<file path="src/rtl/dmem_pkg.sv">
// Shared definitions for the data-memory read/write controller:
// FSM state encoding, rol size/sign constants and the default RAM base address.
package dmem_pkg;

  typedef enum logic [2:0] {
    ST_IDLE,
    ST_RD,
    ST_CAP,
    ST_WR,
    ST_ERR
  } dmem_state_e;

  localparam logic [1:0] SZ_WORD  = 2'b00;
  localparam logic [1:0] SZ_HALF  = 2'b01;
  localparam logic [1:0] SZ_BYTE  = 2'b10;
  localparam logic [1:0] SZ_WORD3 = 2'b11;

  localparam int unsigned ROL_ZEXT_BIT = 2;

  localparam logic [31:0] DMEM_BASE_ADDR_DEF = 32'h1001_0000;

  function automatic logic dmem_misaligned(input logic [1:0] size, input logic [1:0] off);
    case (size)
      SZ_HALF: return off[0];
      SZ_BYTE: return 1'b0;
      default: return off != 2'b00;
    endcase
  endfunction

endpackage

</file>
<file path="src/rtl/dmem_lane_unit.sv">
// Combinational byte/half lane handling: extracts and extends load data,
// and merges store data into the word read back from RAM.
module dmem_lane_unit
  import dmem_pkg::*;
(
  input  logic [31:0] rdata,
  input  logic [31:0] wdata,
  input  logic [1:0]  off,
  input  logic [1:0]  size,
  input  logic        zext,
  output logic [31:0] load_data,
  output logic [31:0] merge_data
);

  logic [7:0]  byte_sel;
  logic [15:0] half_sel;

  always_comb begin
    byte_sel   = rdata[7:0];
    half_sel   = off[1] ? rdata[31:16] : rdata[15:0];
    load_data  = rdata;
    merge_data = wdata;

    case (off)
      2'd1:    byte_sel = rdata[15:8];
      2'd2:    byte_sel = rdata[23:16];
      2'd3:    byte_sel = rdata[31:24];
      default: byte_sel = rdata[7:0];
    endcase

    case (size)
      SZ_BYTE: begin
        load_data  = zext ? {24'h0, byte_sel} : {{24{byte_sel[7]}}, byte_sel};
        merge_data = rdata;
        case (off)
          2'd1:    merge_data[15:8]  = wdata[7:0];
          2'd2:    merge_data[23:16] = wdata[7:0];
          2'd3:    merge_data[31:24] = wdata[7:0];
          default: merge_data[7:0]   = wdata[7:0];
        endcase
      end
      SZ_HALF: begin
        load_data  = zext ? {16'h0, half_sel} : {{16{half_sel[15]}}, half_sel};
        merge_data = off[1] ? {wdata[15:0], rdata[15:0]} : {rdata[31:16], wdata[15:0]};
      end
      default: begin
        load_data  = rdata;
        merge_data = wdata;
      end
    endcase
  end

endmodule

</file>
<file path="src/rtl/dmem_rw_ctrl.sv">
// Data-memory controller: sequences CPU loads, word stores and byte/half
// read-modify-write stores onto a single-port synchronous RAM.
module dmem_rw_ctrl
  import dmem_pkg::*;
#(
  parameter int unsigned ADDR_W    = 11,
  parameter logic [31:0] BASE_ADDR = DMEM_BASE_ADDR_DEF
) (
  input  logic              clk,
  input  logic              rst,
  input  logic              start,
  input  logic              wea,
  input  logic [31:0]       addr,
  input  logic [31:0]       in_data,
  input  logic [2:0]        rol,
  output logic              busy,
  output logic [31:0]       out_data,
  output logic              err,
  output logic              ram_en,
  output logic              ram_we,
  output logic [ADDR_W-1:0] ram_addr,
  output logic [31:0]       ram_wdata,
  input  logic [31:0]       ram_rdata
);

  dmem_state_e       state_q, state_d;
  logic [ADDR_W-1:0] ram_addr_q, ram_addr_d;
  logic [31:0]       ram_wdata_q, ram_wdata_d;
  logic [31:0]       out_data_q, out_data_d;
  logic              err_q, err_d;
  logic              wea_q, wea_d;
  logic              zext_q, zext_d;
  logic [1:0]        off_q, off_d;
  logic [1:0]        size_q, size_d;

  logic [ADDR_W-1:0] req_idx;
  logic [31:0]       load_data;
  logic [31:0]       merge_data;
  logic              req_word;

  assign req_idx  = ADDR_W'((addr - BASE_ADDR) >> 2);
  assign req_word = (rol[1:0] == SZ_WORD) || (rol[1:0] == SZ_WORD3);

  dmem_lane_unit u_lane (
    .rdata      (ram_rdata),
    .wdata      (ram_wdata_q),
    .off        (off_q),
    .size       (size_q),
    .zext       (zext_q),
    .load_data  (load_data),
    .merge_data (merge_data)
  );

  always_comb begin
    state_d     = state_q;
    ram_addr_d  = ram_addr_q;
    ram_wdata_d = ram_wdata_q;
    out_data_d  = out_data_q;
    err_d       = err_q;
    wea_d       = wea_q;
    zext_d      = zext_q;
    off_d       = off_q;
    size_d      = size_q;

    case (state_q)
      ST_IDLE: begin
        if (start) begin
          ram_addr_d = req_idx;
          wea_d      = wea;
          zext_d     = rol[ROL_ZEXT_BIT];
          off_d      = addr[1:0];
          size_d     = rol[1:0];
          err_d      = 1'b0;
          if (wea) begin
            ram_wdata_d = in_data;
          end
          if (dmem_misaligned(rol[1:0], addr[1:0])) begin
            err_d   = 1'b1;
            state_d = ST_ERR;
          end else if (wea && req_word) begin
            state_d = ST_WR;
          end else begin
            state_d = ST_RD;
          end
        end
      end
      ST_RD: state_d = ST_CAP;
      ST_CAP: begin
        // Store path reaches CAP only for sub-word stores: merge into the fetched word.
        if (wea_q) begin
          ram_wdata_d = merge_data;
          state_d     = ST_WR;
        end else begin
          out_data_d = load_data;
          state_d    = ST_IDLE;
        end
      end
      ST_WR:   state_d = ST_IDLE;
      ST_ERR:  state_d = ST_IDLE;
      default: state_d = ST_IDLE;
    endcase
  end

  always_ff @(posedge clk) begin
    if (rst) begin
      state_q     <= ST_IDLE;
      ram_addr_q  <= '0;
      ram_wdata_q <= '0;
      out_data_q  <= '0;
      err_q       <= 1'b0;
      wea_q       <= 1'b0;
      zext_q      <= 1'b0;
      off_q       <= '0;
      size_q      <= '0;
    end else begin
      state_q     <= state_d;
      ram_addr_q  <= ram_addr_d;
      ram_wdata_q <= ram_wdata_d;
      out_data_q  <= out_data_d;
      err_q       <= err_d;
      wea_q       <= wea_d;
      zext_q      <= zext_d;
      off_q       <= off_d;
      size_q      <= size_d;
    end
  end

  always_comb begin
    busy   = state_q != ST_IDLE;
    ram_en = (state_q == ST_RD) || (state_q == ST_WR);
    ram_we = state_q == ST_WR;
  end

  assign ram_addr  = ram_addr_q;
  assign ram_wdata = ram_wdata_q;
  assign out_data  = out_data_q;
  assign err       = err_q;

endmodule

</file>
<file path="config.mk">
export PLATFORM = sky130hd
export DESIGN_NAME = dmem_rw_ctrl
export DESIGN_NICKNAME = d
export VERILOG_FILES = /design/src/rtl/dmem_pkg.sv /design/src/rtl/dmem_lane_unit.sv /design/src/rtl/dmem_rw_ctrl.sv
export SDC_FILE = /design/constraint.sdc
export NUM_CORES = 1
export LEC_CHECK = 0
export CAP_MARGIN = 25
export CORE_MARGIN = 2
export CORE_UTILIZATION = 40
export CTS_BUF_LIST = sky130_fd_sc_hd__clkbuf_8 sky130_fd_sc_hd__clkbuf_16
export CTS_CLUSTER_SIZE = 16
export DETAILED_ROUTE_END_ITERATION = 8
export GPL_TIMING_DRIVEN = 1
export PLACE_DENSITY = 0.81
export REMOVE_ABC_BUFFERS = 1
export SLEW_MARGIN = 20
export SYNTH_ARGS = -nofsm -noshare
export SYNTH_HDL_FRONTEND = slang
export SYNTH_SLANG_ARGS = --single-unit
export TNS_END_PERCENT = 100
</file>
<file path="constraint.sdc">
create_clock -name clk -period 2.5 [get_ports clk]
set_input_delay 0.5 -clock clk [delete_from_list [all_inputs] [get_ports clk]]
set_output_delay 0.5 -clock clk [all_outputs]
set_load 0.1 [all_outputs]
</file>
After elaboration in Yosys (flattened, before gate mapping)
Index checks and enable logic that the tools add are counted.

word-level totals
  memories = 0
  logic and storage cells = 68
  bits of input ports = 103
  RAM bits = 0
  bits in registers = 85
  latch bits = 0
  output and inout bits = 79
  bits in read-only memories = 0

operators by class
  bitwise operators = 1
  div/mod/pow operators = 0
  equal/unequal tests = 17
  $mul = 0
  $lt $le $gt $ge = 0
  add/subtract/negate cells = 1
  multiplexer cells = 24
  reductions and logical operators = 14
  shift operators = 0

operators with widths
  operator               number
  $mux 32                6
  $pmux 32 s2            3
  $mux 8                 4
  $pmux 8 s3             1
  $mux 16                1
  $sub 13x1->13 const B  1
  $eq 2x2->1 const B     5
  $pmux 3 s3             1
  $reduce_and 7->1       1
  $eq 2x1->1 const B     3
  $eq 3x2->1 const B     2
  $mux 3                 2
  $ne 2x2->1 const B     3
  $ne 3x3->1 const B     2
  $reduce_and 6->1       1
  $reduce_and 5->1       1
  $mux 2                 2
  $reduce_and 2->1       2
  $reduce_bool 2->1      2
  $eq 3x1->1 const B     1
  $logic_not 3->1        1
  $mux 1                 3
  $ne 3x1->1 const B     1
  $reduce_bool 3->1      1
  other kinds (6)        7

Longest topological paths before layout
Gate-level depths: netlist (run 1).

  word-level depth = 7
  gate-level depth with buffers = 8
  gate-level depth less buffers = 6

Cells and area by module
Synthesis (run 1) repeated with hierarchy kept, for this count alone.

unflattened totals
  cells, all modules = 647
  area, all modules = 5,200.0 um^2

modules (own cells, without submodules)
  module          times used  area an instance (um^2)  sequential area each (um^2)  cells an instance
  dmem_rw_ctrl    1           3,688.5                  1,701.6                      423
  dmem_lane_unit  1           1,511.4                  0.0                          224

Worst setup path before layout (run 1)
Ideal clock, no wire load.

  kind = reg-to-output
  start point = register state_q[0]
  end point = output ram_we
  slack = -0.805 ns
  data arrival time = 2.805 ns
  required time = 2.000 ns
  buffers on the path = 1
  stages on the path, launching flop included = 4
  path through = dfxtp_1 buf_2 nor2b_1 and2_1

between the ends
  cells in the longest elaborated chain, start to end = 1

ends and longest elaborated chain
  item                    RTL line             source
  start, declared         dmem_rw_ctrl.sv:26   dmem_state_e state_q, state_d;
  start signal, assigned  dmem_rw_ctrl.sv:116  state_q <= state_d;
  $eq 3x2->1              dmem_rw_ctrl.sv:131  ram_we = state_q == ST_WR;
  end, declared           dmem_rw_ctrl.sv:20   output logic ram_we,

No other way between the ends.

Worst setup path in the final report (run 1)
  start point = register size_q[0]
  end point = register ram_wdata_q[31], in the netlist ram_wdata[31]

between the ends
  cells in the longest elaborated chain, start to end = 4
  elaborated cells on any way between the ends = 7
  those cells by class = eq/ne (3); mux (3); reduce/logical (1)

ends and longest elaborated chain
  item                                      RTL line              source
  start, declared                           dmem_rw_ctrl.sv:34    logic [1:0] size_q, size_d;
  start signal, assigned                    dmem_rw_ctrl.sv:124   size_q <= size_d;
  $eq 2x1->1 or $eq 2x2->1 (tied branches)  dmem_lane_unit.sv:31  case (size)
  $pmux 32 s2                               dmem_lane_unit.sv:31
  $mux 32                                   dmem_rw_ctrl.sv:90    if (wea_q) begin
  $pmux 32 s2                               dmem_rw_ctrl.sv:65    case (state_q)
  end signal, assigned                      dmem_rw_ctrl.sv:118   ram_wdata_q <= ram_wdata_d;
  end, declared                             dmem_rw_ctrl.sv:28    logic [31:0] ram_wdata_q, ram_wdata_d;

Parallel ways exist; a longest one is shown, timed or not. The select of a mux whose other input is x is not followed.
A chain may end at the register's enable or synchronous reset.

==> results_dict.tcl, run 1 <==
set metrics [dict create \
    required_ps 2740 \
    timing.final.hold_violations 0 \
    antenna_found_initial 0 \
    synth-seq-cells 85 \
    synth.area.mux_share_pct 2.88 \
    overflow 0 \
    n_antenna_cell 0 \
    cts-htree-levels 3 \
    grt_pass1_vias 4806 \
    clkTransAtPathRegs_ps 60 \
    synth_top_family_by_area "compound AO/OA/AOI/OAI gates" \
    status "finished, final reports clean" \
    numPlacedInstances 842 \
    via_count 5013 \
    clock_latency_ps 340 \
    ys_seq_area_share_pct 37.2 \
    yosysUniqueCellTypes 54 \
    synth-xor-area-share_pct 0 \
    drc 0 \
    finalWorstSetupSlack_ps 211 \
    drtIter0Drc 386 \
    synth.avg_cell_area_um2 8.10 \
    cp_top_family "compound AO/OA/AOI/OAI gates" \
    clockBufferDepth 2 \
    hp-start "ram_addr[3]" \
    hold_buffers 0 \
    core-area_mm2 0.0113 \
    synthAdderAreaFrac_pct 0.821 \
    worst_pin_slew_ps 811 \
    core.rowCount 39 \
    grt.total_usage_pct 25.2 \
    drive_above_1_share_pct 20.8 \
    critPathLaunch "size_q[0]" \
    ys.warnings.count 0 \
    gp_congestion 0.893 \
    ios 182 \
    ir_drop_mv 0.361 \
    finClkSkew_ps 7.20 \
    synth_async_sr_flop_share_pct 0 \
    grt_pass1_wl_um 25000 \
    final_nets 816 \
    die_y_um 111 \
    syn2layout_area_growth_pct 41.3 \
    synthCells 564 \
    cp_max_fo 9 \
    hold_slack_ps 455 \
    vias_per_cell 5.84 \
    cts_tree "done" \
    fin_crit_ps 2290 \
    cap_violations 0 \
    setup_viol 0 \
    max_freq_mhz 437 \
    hp-class "reg -> reg" \
    worstSetupEndpointType "flip-flop" \
    final_common_cell "buf_4" \
    r2r_start "size_q[0]" \
    crit_chain "inv_1, ha_1, nor2_1, a2bb2oi_1, nor2_1, buf_4, a311oi_1" \
    worst-path-buf-inv 2 \
    worstSetupStartpointType "flip-flop" \
    instances_no_fill 858 \
    slowest_stage "a2bb2oi_1" \
    cts_resized 0 \
    synth-simple-area-share_pct 20.1 \
    p_per_area_mw_per_mm2 681 \
    worst-setup-path-type "reg -> reg" \
    max_slew_margin_pct 45.7 \
    die_x_um 111 \
    pre_cts_ws_ps -38.4 \
    final.period_utilization_pct 91.6 \
    setup_tns_ps 0 \
    numCtsBuffers 9 \
    arrival_ps 2530 \
    slowest_delay_ps 690 \
    post_cts_buffers 0 \
    syn_area_mm2 0.00457 \
    dp_hpwl_um 11600 \
    drtAntennaViolNets 0 \
    wirelength_um 15900 \
    firstDrtPassIters 5 \
    synth_edf_count 0 \
    synth-compound-area-share_pct 32.3 \
    grt_max_degree 42 \
    layout_common_cells "103 x buf_4, 86 x nand2_1, 85 x dfxtp_1, 82 x clkdlybuf4s50_1, 44 x nor2_1" \
    ys.flop_type "dfxtp_1" \
    cts_root_buffer "clkbuf_16" \
    utilization_pct 57.3 \
    drv_slew 0 \
    port-buffer-count 162 \
    start_util_pct 40.5 \
    cts.sinks 85 \
    dieArea_mm2 0.0123 \
    avgRoutedWirePerCell_um 18.5 \
    grt_setup_unrepaired "false" \
    cp_common_cell "nor2_1" \
    p_leak_nw 2.43 \
]
[flip-flops by register name, indices dropped and copies added (netlist names)]
| register | count |
|---|---|
| size_q | 2 |
| err | 1 |
| ram_addr | 11 |
| wea_q | 1 |
| state_q | 3 |
| off_q | 2 |
| zext_q | 1 |
| out_data | 32 |
| ram_wdata | 32 |
[Yosys cell counts, types with 3 or more instances]
cell type	number	share of area, %
nand2b_1	4	0.55
a21oi_1	41	4.5
a211oi_1	24	3.9
o41ai_1	7	1.3
buf_4	3	0.49
o211ai_1	15	2.5
buf_2	11	1.2
a311oi_1	15	2.9
a21o_1	8	1.3
nor3_1	3	0.33
a31o_2	8	1.5
ha_1	3	0.82
nand3b_1	10	1.6
nand2_1	86	7.1
nor3b_1	9	1.5
dfxtp_1	85	37
nor2b_1	21	2.9
o2bb2ai_1	15	2.9
mux2_2	9	2.2
buf_6	4	0.99
buf_1	5	0.41
clkbuf_1	31	2.5
nor2_1	44	3.6
a221oi_1	9	1.7
mux2i_1	3	0.66
a32oi_1	7	1.3
o21ai_0	43	4.7
inv_1	12	0.99
[area by class of cell]
cell class / instances / area [µm²]
Clock buffer: 10 / 239
Inverter: 13 / 48.8
Clock inverter: 6 / 55.1
Sequential cell: 85 / 1700
Tap cell: 143 / 179
Timing Repair Buffer: 189 / 1660
Multi-Input combinational cell: 412 / 2570
Fill cell: 1005 / 4820
[power breakdown]
part / internal [mW] / switching (mW)
Clock: 0.790 / 0.538
Sequential: 1.45 / 0.0878
Combinational: 0.444 / 1.09
[cell families (layout without fill, tap and decap cells)]
group,count (synthesis),count (layout)
AO/OA/AOI/OAI,208,208
AND/OR/NAND/NOR,189,189
buffers and inverters,67,218
flip-flops,85,85
adder cells (fa/ha/maj),3,3
multiplexers,12,12
[routing by layer]
metal,part of all wire (%),vias up,global-route usage [%]
li1,-,2358,-
met1,41,2363,31.0
met2,47,254,42.0
met3,9.1,38,7.55
met4,2.4,0,8.92
met5,0,-,0
[stage by stage]
| stage | area (µm²) | power, mW |
|---|---|---|
| after global routing | 6460 | 4.56 |
| after global placement | 6160 | 3.07 |
| after detailed placement | 6160 | 3.09 |
| final | 6460 | 4.40 |
| after CTS | 6460 | 4.41 |
| after floorplan | 4310 | 2.58 |
[final timing paths]
path	end	slack (ps)	cells after the start
worst max-delay path	ram_wdata[31]	210	7
worst min-delay path	ram_addr[3]	460	2
worst max register to register	ram_wdata[31]	210	7
worst min register to register	ram_addr[3]	460	2
[tightest hold or removal path: stages, from the launching register on]
cell     delay (ps)
dfxtp_1         310
nand2_1          50
a21oi_1          50
Power figures use the tool's default switching activity.
==> run 2, diff against run 1 <==
--- a/config.mk
+++ b/config.mk
@@ -11,8 +11,9 @@
 export CTS_BUF_LIST = sky130_fd_sc_hd__clkbuf_8 sky130_fd_sc_hd__clkbuf_16
 export CTS_CLUSTER_SIZE = 16
 export DETAILED_ROUTE_END_ITERATION = 8
+export DONT_BUFFER_PORTS = 1
 export GPL_TIMING_DRIVEN = 1
-export PLACE_DENSITY = 0.81
+export PLACE_DENSITY = 0.6
 export REMOVE_ABC_BUFFERS = 1
 export SLEW_MARGIN = 20
 export SYNTH_ARGS = -nofsm -noshare
==> results_dict.tcl, run 2 (synthesis gave the netlist of run 1 again) <==
set metrics [dict create \
    status "finished, final reports clean" \
    crit_chain "or3b_1, o2bb2ai_4, o21ai_2, a221oi_1" \
    final_nets 731 \
    p_clk_share_pct 31.8 \
    cap_violations 0 \
    grt_max_degree 89 \
    hold_buffers 0 \
    setup_viol 0 \
    setup_tns_ps 0 \
    hp-class "in -> reg" \
    cts_root_buffer "clkbuf_16" \
    port-buffer-count 0 \
    utilization_pct 49.5 \
    r2r_start "state_q[2]" \
    core-area_mm2 0.0113 \
    max_slew_margin_pct 59.0 \
    drtAntennaViolNets 0 \
    post_cts_buffers 0 \
    start_util_pct 40.5 \
    n_antenna_cell 0 \
    cts-htree-levels 3 \
    combPwrFrac_pct 32.4 \
    fin_crit_ps 2140 \
    p_leak_nw 2.09 \
    cts_tree "done" \
    wirelength_um 15100 \
    power_frac_seq_pct 35.8 \
    dieArea_mm2 0.0123 \
    max_freq_mhz 467 \
    grt.total_usage_pct 23.8 \
    worstSetupStartpointType "flip-flop" \
    p_sw_mw 1.64 \
    cp_top_family "compound AO/OA/AOI/OAI gates" \
    overflow 0 \
    grt_setup_unrepaired "false" \
    worst-setup-path-type "reg -> reg" \
    slowest_stage "or3b_1" \
    numCtsBuffers 9 \
    drive_above_1_share_pct 23.5 \
    intPower_mw 2.57 \
    pre_cts_ws_ps 364 \
    layout_common_cells "104 x buf_4, 86 x nand2_1, 85 x dfxtp_1, 44 x nor2_1, 43 x o21ai_0" \
    worst-path-buf-inv 0 \
    slowest_delay_ps 590 \
    path_depth 4 \
    arrival_ps 2390 \
    clkTransAtPathRegs_ps 60 \
    via_count 4452 \
    grt_pass1_vias 4239 \
    timing.rr.end "ram_wdata[7]" \
    worstSetupEndpointType "flip-flop" \
    final.period_utilization_pct 85.6 \
    cts.sinks 85 \
    ios 182 \
    vias_per_cell 5.76 \
    grt_pass1_wl_um 23200 \
    finClkSkew_ps 4.92 \
    cp_max_fo 18 \
    die_x_um 111 \
    cts_resized 0 \
    drv_slew 0 \
    p_per_area_mw_per_mm2 754 \
    clockBufferDepth 2 \
    switching_share_pct 38.9 \
    clock_latency_ps 340 \
    syn2layout_area_growth_pct 22.1 \
    r2r.worst_path.cells 4 \
    required_ps 2750 \
    drc 0 \
    finalWorstSetupSlack_ps 359 \
    worst_pin_slew_ps 613 \
    final_common_cell "buf_4" \
    firstDrtPassIters 5 \
    dp_hpwl_um 10900 \
    avgRoutedWirePerCell_um 19.5 \
    timing.final.hold_violations 0 \
    endpoint "ram_wdata[7]" \
    ir_drop_mv 0.395 \
    die_y_um 111 \
    drtIter0Drc 433 \
    r2r_setup_slack_ps 360 \
    gp_congestion 0.848 \
    core.rowCount 39 \
    critPathLaunch "state_q[2]" \
    antenna_found_initial 0 \
]
-- run 2: power by group through the flow --
stage / sequential [mW] / clock [mW] / combinational (mW)
after floorplan: 2.17 / 0 / 0.407
after global placement: 1.53 / 0 / 1.34
after detailed placement: 1.54 / 0 / 1.36
after CTS: 1.51 / 1.36 / 1.37
after global routing: 1.52 / 1.42 / 1.44
final: 1.51 / 1.34 / 1.36
-- run 2: final cells by class --
type	count	area, µm²
Timing Repair Buffer	104	781
Sequential cell	85	1700
Clock buffer	10	239
Fill cell	1063	5690
Tap cell	143	179
Multi-Input combinational cell	412	2580
Clock inverter	6	53.8
Inverter	13	48.8
-- run 2: worst min path at each step --
| stage | cells past startpoint | endpoint | slack (ps) | startpoint |
|---|---|---|---|---|
| after floorplan | 2 | zext_q | 440 | zext_q |
| after global placement | 2 | size_q[1] | 460 | size_q[1] |
| after detailed placement | 2 | size_q[0] | 470 | size_q[0] |
| after CTS | 1 | ram_addr[8] | 220 | rst |
| after global routing | 1 | out_data[22] | 230 | rst |
| final | 1 | out_data[23] | 240 | rst |
-- run 2: through the flow --
| stage | area (µm²) | power, mW | cells | hold slack [ps] |
|---|---|---|---|---|
| final | 5580 | 4.21 | 773 | 238 |
| after floorplan | 4310 | 2.58 | 510 | 440 |
| after CTS | 5580 | 4.23 | 773 | 220 |
| after detailed placement | 5290 | 2.90 | 757 | 466 |
| after global placement | 5290 | 2.88 | 757 | 464 |
| after global routing | 5580 | 4.37 | 773 | 225 |
-- run 2: metal layers --
layer	vias to the layer above	GRT usage [%]	share of wire, %
li1	2177	-	-
met1	2087	30.2	43
met2	173	38.6	46
met3	15	7.65	9.0
met4	0	7.33	1.8
met5	-	0	0
